File: config.mk
export PLATFORM = sky130hd
export DESIGN_NAME = jtag_dr_shifter
export DESIGN_NICKNAME = d
export VERILOG_FILES = /design/src/rtl/jtag_dr_shifter.sv
export SDC_FILE = /design/constraint.sdc
export NUM_CORES = 1
export LEC_CHECK = 0
export ABC_AREA = 0
export BUFFER_PORTS_ARGS = -buffer_cell sky130_fd_sc_hd__buf_2
export CAP_MARGIN = 5
export CELL_PAD_IN_SITES_DETAIL_PLACEMENT = 2
export CELL_PAD_IN_SITES_GLOBAL_PLACEMENT = 2
export CORE_MARGIN = 3
export CORE_UTILIZATION = 33
export CTS_CLUSTER_SIZE = 10
export DETAILED_ROUTE_END_ITERATION = 12
export PLACE_DENSITY = 0.92
export RECOVER_POWER = 25
export SYNTH_ARGS = -nofsm -noshare
export SYNTH_HDL_FRONTEND = slang
export SYNTH_SLANG_ARGS = --single-unit
File: constraint.sdc
create_clock -name bscan_tck -period 2.8 [get_ports bscan_tck]
set_input_delay 0.28 -clock bscan_tck [delete_from_list [all_inputs] [get_ports bscan_tck]]
set_output_delay 0.28 -clock bscan_tck [all_outputs]
set_load 0.01 [all_outputs]
File: src/rtl/jtag_dr_shifter.sv
// JTAG user data register: framed {data, addr, wr} shifts into per-channel write strobes and capture-time readback.
// Latency: rd_en/wr_en are registered and go high on the capture/update edge; TDO is sr[0], valid from the capture edge.
// No backpressure: the TAP controller paces every transfer, and wrong-length frames are dropped and flagged in frame_err.
module jtag_dr_shifter #(
  parameter int DATA_W = 32,
  parameter int ADDR_W = 2
) (
  input  logic                            bscan_tck,
  input  logic                            rst_n,
  input  logic                            tap_reset,
  input  logic                            bscan_sel,
  input  logic                            tap_capture,
  input  logic                            bscan_shift,
  input  logic                            tap_update,
  input  logic                            bscan_tdi,
  output logic                            bscan_tdo,
  input  logic [(2**ADDR_W)*DATA_W-1:0]   rd_data,
  output logic [ADDR_W-1:0]               rd_addr,
  output logic                            rd_en,
  output logic                            wr_en,
  output logic [ADDR_W-1:0]               wr_addr,
  output logic [DATA_W-1:0]               wr_data,
  output logic                            frame_err
);

  localparam int NUM_CH  = 2**ADDR_W;
  localparam int FRAME_W = DATA_W + ADDR_W + 1;
  localparam int CNT_W   = $clog2(FRAME_W + 2);
  localparam logic [CNT_W-1:0] CNT_FULL = CNT_W'(FRAME_W);
  localparam logic [CNT_W-1:0] CNT_SAT  = CNT_W'(FRAME_W + 1);

  typedef enum logic [1:0] {IDLE, CAPT, SHIFT} state_t;

  state_t             state, state_nxt;
  logic [FRAME_W-1:0] sr, sr_nxt;
  logic [CNT_W-1:0]   bit_cnt, cnt_nxt;
  logic [ADDR_W-1:0]  ptr, ptr_nxt;
  logic               err, err_nxt;
  logic               rd_en_q, rd_en_nxt;
  logic               wr_en_q, wr_en_nxt;
  logic [ADDR_W-1:0]  wr_addr_q, wr_addr_nxt;
  logic [DATA_W-1:0]  wr_data_q, wr_data_nxt;
  logic [DATA_W-1:0]  rd_word;
  logic               cap_req;
  logic               shift_req;

  assign cap_req   = tap_capture & bscan_sel;
  assign shift_req = bscan_shift & bscan_sel;

  always_comb begin
    rd_word = '0;
    for (int c = 0; c < NUM_CH; c++) begin
      if (ptr == ADDR_W'(c)) rd_word = rd_data[c*DATA_W +: DATA_W];
    end
  end

  // Priority inside a frame is capture > update > shift; update is deliberately not gated by sel.
  always_comb begin
    state_nxt   = state;
    sr_nxt      = sr;
    cnt_nxt     = bit_cnt;
    ptr_nxt     = ptr;
    err_nxt     = err;
    rd_en_nxt   = 1'b0;
    wr_en_nxt   = 1'b0;
    wr_addr_nxt = wr_addr_q;
    wr_data_nxt = wr_data_q;
    case (state)
      IDLE: begin
        if (cap_req) begin
          sr_nxt    = {rd_word, ptr, err};
          err_nxt   = 1'b0;
          cnt_nxt   = '0;
          rd_en_nxt = 1'b1;
          state_nxt = CAPT;
        end
      end
      CAPT, SHIFT: begin
        if (cap_req) begin
          sr_nxt    = {rd_word, ptr, err};
          err_nxt   = 1'b0;
          cnt_nxt   = '0;
          rd_en_nxt = 1'b1;
          state_nxt = CAPT;
        end else if (tap_update) begin
          state_nxt = IDLE;
          if (bit_cnt == CNT_FULL) begin
            ptr_nxt = sr[ADDR_W:1];
            if (sr[0]) begin
              wr_en_nxt   = 1'b1;
              wr_addr_nxt = sr[ADDR_W:1];
              wr_data_nxt = sr[FRAME_W-1:ADDR_W+1];
            end
          end else begin
            err_nxt = 1'b1;
          end
        end else if (shift_req) begin
          sr_nxt = {bscan_tdi, sr[FRAME_W-1:1]};
          if (bit_cnt != CNT_SAT) cnt_nxt = bit_cnt + CNT_W'(1);
          state_nxt = SHIFT;
        end
      end
      default: state_nxt = IDLE;
    endcase
  end

  always_ff @(posedge bscan_tck or negedge rst_n) begin
    if (!rst_n) begin
      state     <= IDLE;
      sr        <= '0;
      bit_cnt   <= '0;
      ptr       <= '0;
      err       <= 1'b0;
      rd_en_q   <= 1'b0;
      wr_en_q   <= 1'b0;
      wr_addr_q <= '0;
      wr_data_q <= '0;
    end else if (tap_reset) begin
      state     <= IDLE;
      sr        <= '0;
      bit_cnt   <= '0;
      ptr       <= '0;
      err       <= 1'b0;
      rd_en_q   <= 1'b0;
      wr_en_q   <= 1'b0;
      wr_addr_q <= '0;
      wr_data_q <= '0;
    end else begin
      state     <= state_nxt;
      sr        <= sr_nxt;
      bit_cnt   <= cnt_nxt;
      ptr       <= ptr_nxt;
      err       <= err_nxt;
      rd_en_q   <= rd_en_nxt;
      wr_en_q   <= wr_en_nxt;
      wr_addr_q <= wr_addr_nxt;
      wr_data_q <= wr_data_nxt;
    end
  end

  assign bscan_tdo = sr[0];
  assign rd_addr   = ptr;
  assign frame_err = err;
  assign rd_en     = rd_en_q;
  assign wr_en     = wr_en_q;
  assign wr_addr   = wr_addr_q;
  assign wr_data   = wr_data_q;

endmodule

==> qor.json, run 1 <==
{
  "power_per_cell_area_nw_per_um2": 726,
  "clock_pin_slew_on_the_worst_setup_and_hold_paths_ns": 0.07,
  "root_buffer": "sky130_fd_sc_hd__clkbuf_16",
  "grt_pass1_wl_um": 27600,
  "ys_seq_area_frac": 0.446,
  "grt_antenna_before_repair": 0,
  "yosys_register_bits": 82,
  "synthMuxAreaShare": 0.175,
  "timing.critical_path.fanout_max": 35,
  "synth-edff-count": 0,
  "groute.layer.met2.usage": 0.425,
  "die_area_um2": 15400,
  "std_cell_rows": 42,
  "cp_data_arrival_time_ns": 2.79,
  "ys_types": 46,
  "most_common_cell_after_layout_fill_and_taps_aside": "sky130_fd_sc_hd__buf_2",
  "p_sw_mw": 1.58,
  "fp.coreArea_um2": 13500,
  "finalClockSkew_ns": 0.00587,
  "die_width_um": 124,
  "numPortBuffers": 175,
  "area_growth_syn_to_layout_pct": 29.4,
  "netlist_instances": 400,
  "combPwrFrac": 0.311,
  "wire_length_after_detailed_routing_um": 17700,
  "fin_worst_hold_slack_ns": 0.226,
  "detail_route.drc_violations": 0,
  "period_minus_slack_ns": 2.50,
  "p_leak_nw": 2.77,
  "yosys_warnings": 0,
  "globalRoute.totalOverflow": 0,
  "timing.hold.worst.class": "in -> reg",
  "post-route-period-util": 0.894,
  "worstSetupPathType": "reg -> reg",
  "detail_route.first_pass.iterations": 4,
  "number_of_vias_in_the_routed_layout": 4304,
  "part_of_the_total_power_dissipated_in_sequential_elements": 0.364,
  "power.share.switching": 0.365,
  "synthesis.nets": 541,
  "critPathCaptureType": "flop",
  "fraction_of_the_mapped_netlist_area_in_compound_gates": 0.199,
  "yosys.area_share.adder": 0.0136,
  "startpoint_type": "flop",
  "cts_inserted_buffers": 9,
  "nets": 705,
  "grtUsageMet1": 0.290,
  "worst_max_slew_margin_expressed_relative_to_the_limit": -0.178,
  "synthSimpleGateAreaFrac": 0.106,
  "number_of_global_route_vias_before_repair": 4941,
  "failing_checks": "max-capacitance violations, max-slew violations",
  "rsz_0062_raised_after_global_routing": "false",
  "drt-vias-per-instance": 5.78,
  "global_route.peak_usage_layer": "met2",
  "io_pins": 176,
  "finalWeightedCongestion": 0.785,
  "tritoncts_num_sinks": 82,
  "status": "finished, violations left",
  "drv_slew": 34,
  "syn_avg_cell_area_um2": 11.5,
  "fmaxAchievable_mhz": 400,
  "tritoncts": "done",
  "setup_viol": 0,
  "globalRouteMet3Util": 0.0363,
  "groute.usage.overall": 0.237,
  "dominant_combinational_cell_family_by_area_after_synthesis": "compound AO/OA/AOI/OAI gates",
  "antenna-diode-count": 0,
  "grt_start_max_net_pins": 36,
  "yosys.area_share.xor_xnor": 0,
  "timing.critical_path.required_ns": 3.09,
  "clockBufferDepth": 2,
  "wl_per_cell_um": 23.8,
  "max_cap_violations": 1,
  "relative_contribution_of_the_clock_network_to_total_power": 0.326,
  "route.antenna.remaining_nets": 0,
  "final_cell_mix": "sky130_fd_sc_hd__buf_2 (157), sky130_fd_sc_hd__dfrtp_1 (81), sky130_fd_sc_hd__nand2_1 (73)",
  "power_report.internal_total_mw": 2.75,
  "nFillCells": 1448,
  "ratio_of_cells_with_drive_above_1_in_the_final_layout": 0.417,
  "place_hpwl_um": 12700,
  "tightestPinTransition_ns": 1.77,
  "ys_dominant_reg_cell": "sky130_fd_sc_hd__dfrtp_1",
  "effective_utilization_at_floorplan": 0.342,
  "clock_latency_late_sink_ns": 0.35,
  "drt_iter0_markers": 234,
  "htree_num_levels": 3,
  "fin_tns_setup_ns": 0,
  "synth_async_sr_flop_share": 1.00,
  "post_synthesis_cell_area_um2": 4600,
  "ir_worst_vdd_mv": 0.352,
  "timing_hold_violations_final": 0,
  "die_y_um": 124
}
-- what timing repair did --
| item | CTS | global route |
|---|---|---|
| endpoints found under the hold margin | 33 | 0 |
| resized for setup | 0 | 0 |
| setup buffers | 0 | 0 |
| hold buffers | 1 | 0 |
-- power by group through the flow --
stage	combinational [mW]	clock [mW]	sequential (mW)
2_1_floorplan	0.872	0	1.51
3_3_place_gp	1.21	0	1.55
3_5_place_dp	1.32	0	1.58
4_1_cts	1.36	1.43	1.57
5_1_grt	1.48	1.46	1.60
6_report	1.34	1.41	1.57
-- metrics by stage --
| stage | std cells | instance area [um2] | setup WS, ns | power, mW | util |
|---|---|---|---|---|---|
| global placement | 728 | 5630 | 0.597 | 2.76 | 0.418 |
| finish | 745 | 5960 | 0.298 | 4.33 | 0.443 |
| CTS | 745 | 5980 | 0.262 | 4.36 | 0.445 |
| detailed placement | 728 | 5630 | 0.346 | 2.90 | 0.418 |
| floorplan | 400 | 4600 | 1.01 | 2.38 | - |
| global route | 745 | 5960 | 0.0928 | 4.55 | 0.443 |
-- layout make-up --
| cell class | count | area, um2 | share of cell area |
|---|---|---|---|
| inverters | 8 | 30.0 | 0.00504 |
| flip-flops and latches | 82 | 2050 | 0.345 |
| repair buffers | 193 | 1020 | 0.170 |
| clock inverters | 7 | 124 | 0.0208 |
| clock buffers | 9 | 225 | 0.0378 |
| multi-input cells | 270 | 2290 | 0.384 |
| well taps | 176 | 220 | 0.0370 |
-- path summary, 6_finish.rpt --
check / end / depth (start not counted) / slack [ns] / from
setup / recovery: wr_data[15]$_DFFE_PN0P_ / 7 / 0.30 / state[1]$_DFFE_PN0P_
hold / removal: sr[34]$_DFFE_PN0P_ / 3 / 0.23 / bscan_tdi
setup reg to reg: wr_data[15]$_DFFE_PN0P_ / 7 / 0.30 / state[1]$_DFFE_PN0P_
hold reg to reg: wr_data[22]$_DFFE_PN0P_ / 1 / 0.50 / wr_data[22]$_DFFE_PN0P_
max in group asynchronous: sr[18]$_DFFE_PN0P_ / 3 / 1.63 / rst_n
min in group asynchronous: rd_en$_DFF_PN0_ / 2 / 0.44 / rst_n
-- worst max-delay path, cell delays in order (launching register included) --
cell	delay, ns
sky130_fd_sc_hd__dfrtp_1	0.38
sky130_fd_sc_hd__inv_1	0.08
sky130_fd_sc_hd__ha_1	0.35
sky130_fd_sc_hd__a21boi_4	0.46
sky130_fd_sc_hd__nand2_1	0.32
sky130_fd_sc_hd__nor2_4	0.19
sky130_fd_sc_hd__buf_4	0.40
sky130_fd_sc_hd__a22o_1	0.23
-- state kept, by name, indices dropped and copies added, names as in the netlist --
name	flops
sr	35
bit_cnt	6
rd_en	1
wr_en	1
wr_addr	2
frame_err	1
state	2
wr_data	32
rd_addr	2
-- per-layer routing --
metal | part of all wire | vias to the layer above
li1 | - | 1869
met1 | 0.40 | 2226
met2 | 0.53 | 183
met3 | 0.055 | 26
met4 | 0.018 | 0
met5 | 0 | -
-- Yosys cell counts, types with 3 or more instances --
cell type / number / area share
sky130_fd_sc_hd__dfrtp_1: 82 / 0.45
sky130_fd_sc_hd__clkbuf_1: 11 / 0.0090
sky130_fd_sc_hd__nor3_1: 3 / 0.0033
sky130_fd_sc_hd__inv_1: 8 / 0.0065
sky130_fd_sc_hd__buf_6: 6 / 0.015
sky130_fd_sc_hd__ha_1: 5 / 0.014
sky130_fd_sc_hd__nand3_1: 3 / 0.0033
sky130_fd_sc_hd__mux2_2: 4 / 0.0098
sky130_fd_sc_hd__nor2_1: 3 / 0.0024
sky130_fd_sc_hd__buf_4: 10 / 0.016
sky130_fd_sc_hd__mux4_2: 32 / 0.16
sky130_fd_sc_hd__a311oi_1: 32 / 0.061
sky130_fd_sc_hd__buf_2: 13 / 0.014
sky130_fd_sc_hd__mux2i_1: 4 / 0.0087
sky130_fd_sc_hd__a21oi_1: 38 / 0.041
sky130_fd_sc_hd__a31oi_1: 3 / 0.0041
sky130_fd_sc_hd__nand2_1: 73 / 0.060
sky130_fd_sc_hd__a22o_1: 34 / 0.065
-- cells by family (layout without fill, tap and decap cells) --
| logic type | after synthesis | count (layout) |
|---|---|---|
| DFF | 82 | 82 |
| muxes | 40 | 40 |
| and+or+nand+nor | 102 | 102 |
| AOI/OAI and AO/OA | 123 | 123 |
| buffers and inverters | 48 | 217 |
| adders and majority gates | 5 | 5 |
(Power assumes the default switching activity.)
==> run 2, diff against run 1 <==
- ABC_AREA: 0 -> 1
- CORE_UTILIZATION: 33 -> 29
==> qor.json, run 2 <==
{
  "status": "finished, final reports clean",
  "cts_setup_buffers": {"value": 0, "change": "unchanged"},
  "drv_slew": {"value": 0, "change": "-100%"},
  "cts_hold_repair.buffers": {"value": 0, "change": "-1"},
  "cts_inserted_buffers": {"value": 9, "change": "unchanged"},
  "worst_r2r_path_depth": {"value": 7, "change": "unchanged"},
  "ir_worst_vdd": {"value": 0.339, "unit": "mV", "change": "-3.9%"},
  "number_of_vias_in_the_routed_layout": {"value": 5564, "change": "+29%"},
  "cp_data_arrival_time": {"value": 2.59, "unit": "ns", "change": "-0.20 ns"},
  "ys_dominant_reg_cell": "sky130_fd_sc_hd__dfrtp_1",
  "wl_per_cell": {"value": 20.4, "unit": "um", "change": "-14%"},
  "globalRoute.totalOverflow": {"value": 0, "change": "unchanged"},
  "htree_num_levels": {"value": 3, "change": "unchanged"},
  "number_of_global_route_vias_before_repair": {"value": 6218, "change": "+26%"},
  "area_growth_syn_to_layout_pct": 25.4,
  "timing.critical_path.fanout_max": {"value": 27, "change": "-23%"},
  "effective_utilization_at_floorplan": {"value": 0.300, "change": "-0.0426"},
  "clock_latency_late_sink": {"value": 0.36, "unit": "ns", "change": "about the same"},
  "worstReg2RegEnd": "sr[4]$_DFFE_PN0P_",
  "startpoint_type": "flop",
  "post-route-period-util": {"value": 0.822, "change": "-0.0718"},
  "seq_area": {"value": 2050, "unit": "um2", "change": "unchanged"},
  "synth-edff-count": {"value": 0, "change": "unchanged"},
  "largest_reg_flops": {"value": 35, "change": "unchanged"},
  "fin_tns_setup": {"value": 0, "unit": "ns", "change": "unchanged"},
  "grt_pass1_wl": {"value": 33800, "unit": "um", "change": "+22%"},
  "root_buffer": "sky130_fd_sc_hd__clkbuf_16",
  "yosysTopAreaCellShare": {"value": 0.409, "change": "-0.0371"},
  "detail_route.drc_violations": {"value": 0, "change": "unchanged"},
  "yosys_warnings": {"value": 0, "change": "unchanged"},
  "tritoncts": "done",
  "yosys-top-cells-count": "sky130_fd_sc_hd__nand2_1 (290), sky130_fd_sc_hd__dfrtp_1 (82), sky130_fd_sc_hd__nand3_1 (79)",
  "slowest_cell_on_the_critical_path": "sky130_fd_sc_hd__dfrtp_2",
  "post_synthesis_cell_area": {"value": 5020, "unit": "um2", "change": "+9.1%"},
  "cts_resized": {"value": 0, "change": "unchanged"},
  "die_width": {"value": 138, "unit": "um", "change": "+11%"},
  "power_per_cell_area": {"value": 828, "unit": "nW/um2", "change": "+14%"},
  "reg2reg_from": "rd_addr[1]$_DFFE_PN0P_",
  "grt_start_max_net_pins": {"value": 57, "change": "+58%"},
  "ys_seq_area_frac": {"value": 0.409, "change": "-0.0371"},
  "syn_avg_cell_area": {"value": 7.09, "unit": "um2", "change": "-38%"},
  "fp.coreArea": {"value": 16800, "unit": "um2", "change": "+25%"},
  "most_common_cell_after_layout_fill_and_taps_aside": "sky130_fd_sc_hd__nand2_1",
  "finalWeightedCongestion": {"value": 0.773, "change": "-1.5%"},
  "timing_hold_violations_final": {"value": 0, "change": "unchanged"},
  "fmaxAchievable": {"value": 435, "unit": "MHz", "change": "+8.7%"},
  "detail_route.first_pass.iterations": {"value": 4, "change": "unchanged"},
  "die_area": {"value": 18900, "unit": "um2", "change": "+23%"},
  "ys_types": {"value": 31, "change": "-33%"},
  "timing.hold.worst.class": "in -> async",
  "finalClockSkew": {"value": 0.0115, "unit": "ns", "change": "+0.00567 ns"},
  "worstSetupPathType": "reg -> reg",
  "critical-path-top-cell-by-count": "sky130_fd_sc_hd__nand2_1",
  "setup_viol": {"value": 0, "change": "unchanged"},
  "die_y": {"value": 138, "unit": "um", "change": "+11%"},
  "max_cap_violations": {"value": 0, "change": "-1"},
  "ratio_of_cells_with_drive_above_1_in_the_final_layout": {"value": 0.299, "change": "-0.118"},
  "rrSetupSlack": {"value": 0.50, "unit": "ns", "change": "+0.20 ns"},
  "yosys.cell_count.top_type": "sky130_fd_sc_hd__nand2_1",
  "groute.usage.overall": {"value": 0.233, "change": "-0.00404"},
  "worst_max_slew_margin_expressed_relative_to_the_limit": {"value": 0.00927, "change": "+0.187"},
  "tritoncts_num_sinks": {"value": 82, "change": "unchanged"},
  "route.antenna.remaining_nets": {"value": 0, "change": "unchanged"},
  "yosys_register_bits": {"value": 82, "change": "unchanged"},
  "place_hpwl": {"value": 16000, "unit": "um", "change": "+27%"},
  "final_cells": {"value": 1095, "change": "+47%"},
  "critPathMaxStageDelay": {"value": 0.71, "unit": "ns", "change": "+0.25 ns"},
  "clock_pin_slew_on_the_worst_setup_and_hold_paths": {"value": 0.07, "unit": "ns", "change": "about the same"},
  "drt-vias-per-instance": {"value": 5.08, "change": "-12%"},
  "numPortBuffers": {"value": 175, "change": "unchanged"},
  "io_pins": {"value": 176, "change": "unchanged"},
  "cell_count_after_placement": {"value": 1078, "change": "+48%"},
  "critical_path.cell_chain": "inv_2, nor2_2, buf_4, nand2_1, nand4_1, nand3_1, nand2_1",
  "std_cell_rows": {"value": 47, "change": "+12%"},
  "grt_antenna_before_repair": {"value": 3, "change": "+3"},
  "timing.critical_path.required": {"value": 3.09, "unit": "ns", "change": "about the same"},
  "synthesis.nets": {"value": 849, "change": "+57%"},
  "drt_iter0_markers": {"value": 357, "change": "+53%"},
  "final_cell_mix": "sky130_fd_sc_hd__nand2_1 (290), sky130_fd_sc_hd__buf_2 (174), sky130_fd_sc_hd__dfrtp_1 (81)",
  "most_flops_register": "sr",
  "netlist_instances": {"value": 708, "change": "+77%"},
  "rsz_0062_raised_after_global_routing": "false",
  "tightestPinTransition": {"value": 1.49, "unit": "ns", "change": "-0.281 ns"},
  "critPathCaptureType": "flop",
  "p_leak": {"value": 3.58, "unit": "nW", "change": "+29%"},
  "nFillCells": {"value": 2047, "change": "+41%"},
  "clockBufferDepth": {"value": 2, "change": "unchanged"},
  "synth_async_sr_flop_share": {"value": 1.00, "change": "unchanged"},
  "nets": {"value": 1010, "change": "+43%"},
  "period_minus_slack": {"value": 2.30, "unit": "ns", "change": "-0.201 ns"},
  "ys_top_cells_by_area": "sky130_fd_sc_hd__dfrtp_1 (41%), sky130_fd_sc_hd__nand2_1 (22%), sky130_fd_sc_hd__nand3_1 (7.9%), sky130_fd_sc_hd__or2_2 (4.5%), sky130_fd_sc_hd__inv_1 (4.3%)",
  "synth_top_area_cell": "sky130_fd_sc_hd__dfrtp_1",
  "multiInputGateArea": {"value": 2490, "unit": "um2", "change": "+8.9%"},
  "wire_length_after_detailed_routing": {"value": 22300, "unit": "um", "change": "+26%"}
}
-- run 2: cell count changes after synthesis, sizes merged, moves of 7 or more --
cell    before  now
a21oi       39   12
a22o        34    0
a311oi      32    0
inv          8   62
mux4        32    0
nand2       73  296
nand3        4   82
nand4        2   20
nor2         5   19
o21ai        2   41
o21bai       1    8
or2          0   36
-- run 2: stage by stage --
stage	instance area (um2)	power (mW)	hold slack [ns]	util	setup slack, ns
floorplan	5020	3.19	-0.0156	-	1.16
global placement	6020	3.80	0.388	0.359	0.747
detailed placement	6020	4.00	0.396	0.359	0.598
CTS	6290	5.20	0.0224	0.376	0.482
global route	6300	5.59	0.302	0.376	0.377
finish	6300	5.21	0.259	0.376	0.499
-- run 2: worst max-delay path by stage --
stage / start / to / slack, ns / cells past startpoint
final: rd_addr[1]$_DFFE_PN0P_ / sr[4]$_DFFE_PN0P_ / 0.50 / 7
after global routing: rd_addr[1]$_DFFE_PN0P_ / sr[4]$_DFFE_PN0P_ / 0.38 / 7
after CTS: rd_addr[1]$_DFFE_PN0P_ / sr[4]$_DFFE_PN0P_ / 0.48 / 7
after detailed placement: rd_addr[1]$_DFFE_PN0P_ / sr[11]$_DFFE_PN0P_ / 0.60 / 7
after global placement: rd_addr[1]$_DFFE_PN0P_ / sr[13]$_DFFE_PN0P_ / 0.75 / 7
after floorplan: state[0]$_DFFE_PN0P_ / wr_data[0]$_DFFE_PN0P_ / 1.16 / 8
-- run 2: cells by family after synthesis --
kind of cell,count (synthesis),share of synthesized area
buffers and inverters,99,0.0952
adder cells (fa/ha/maj),5,0.0125
AND/OR/NAND/NOR,458,0.414
flip-flops,82,0.409
AO/OA/AOI/OAI,64,0.0695
-- run 2: worst max-delay path: cells and delay by family, from the launching register on --
kind / cells / cell delay [ns]
flops: 1 / 0.71
buf+inv: 2 / 0.52
simple gates: 5 / 0.97
-- run 2: power breakdown --
| group | switching, mW | total (mW) | internal, mW |
|---|---|---|---|
| registers | 0.275 | 1.69 | 1.42 |
| clock network | 0.525 | 1.14 | 0.617 |
| logic | 1.61 | 2.38 | 0.767 |
-- run 2: layer usage --
metal / share of wire / GRT usage / routed length, um / up-vias
li1: - / - / - / 2558
met1: 0.39 / 0.267 / 8700 / 2802
met2: 0.53 / 0.429 / 11900 / 162
met3: 0.056 / 0.0504 / 1260 / 40
met4: 0.022 / 0.0759 / 501 / 2
met5: 0.00058 / 0 / 13 / -
-- run 2: cell type report --
class,instances,area share
Multi-Input combinational cell,527,0.396
Sequential cell,82,0.326
Timing Repair Buffer,187,0.153
Tap cell,220,0.0437
Clock buffer,10,0.0379
Inverter,62,0.0370
Clock inverter,5,0.00497
Antenna cell,2,0.000795
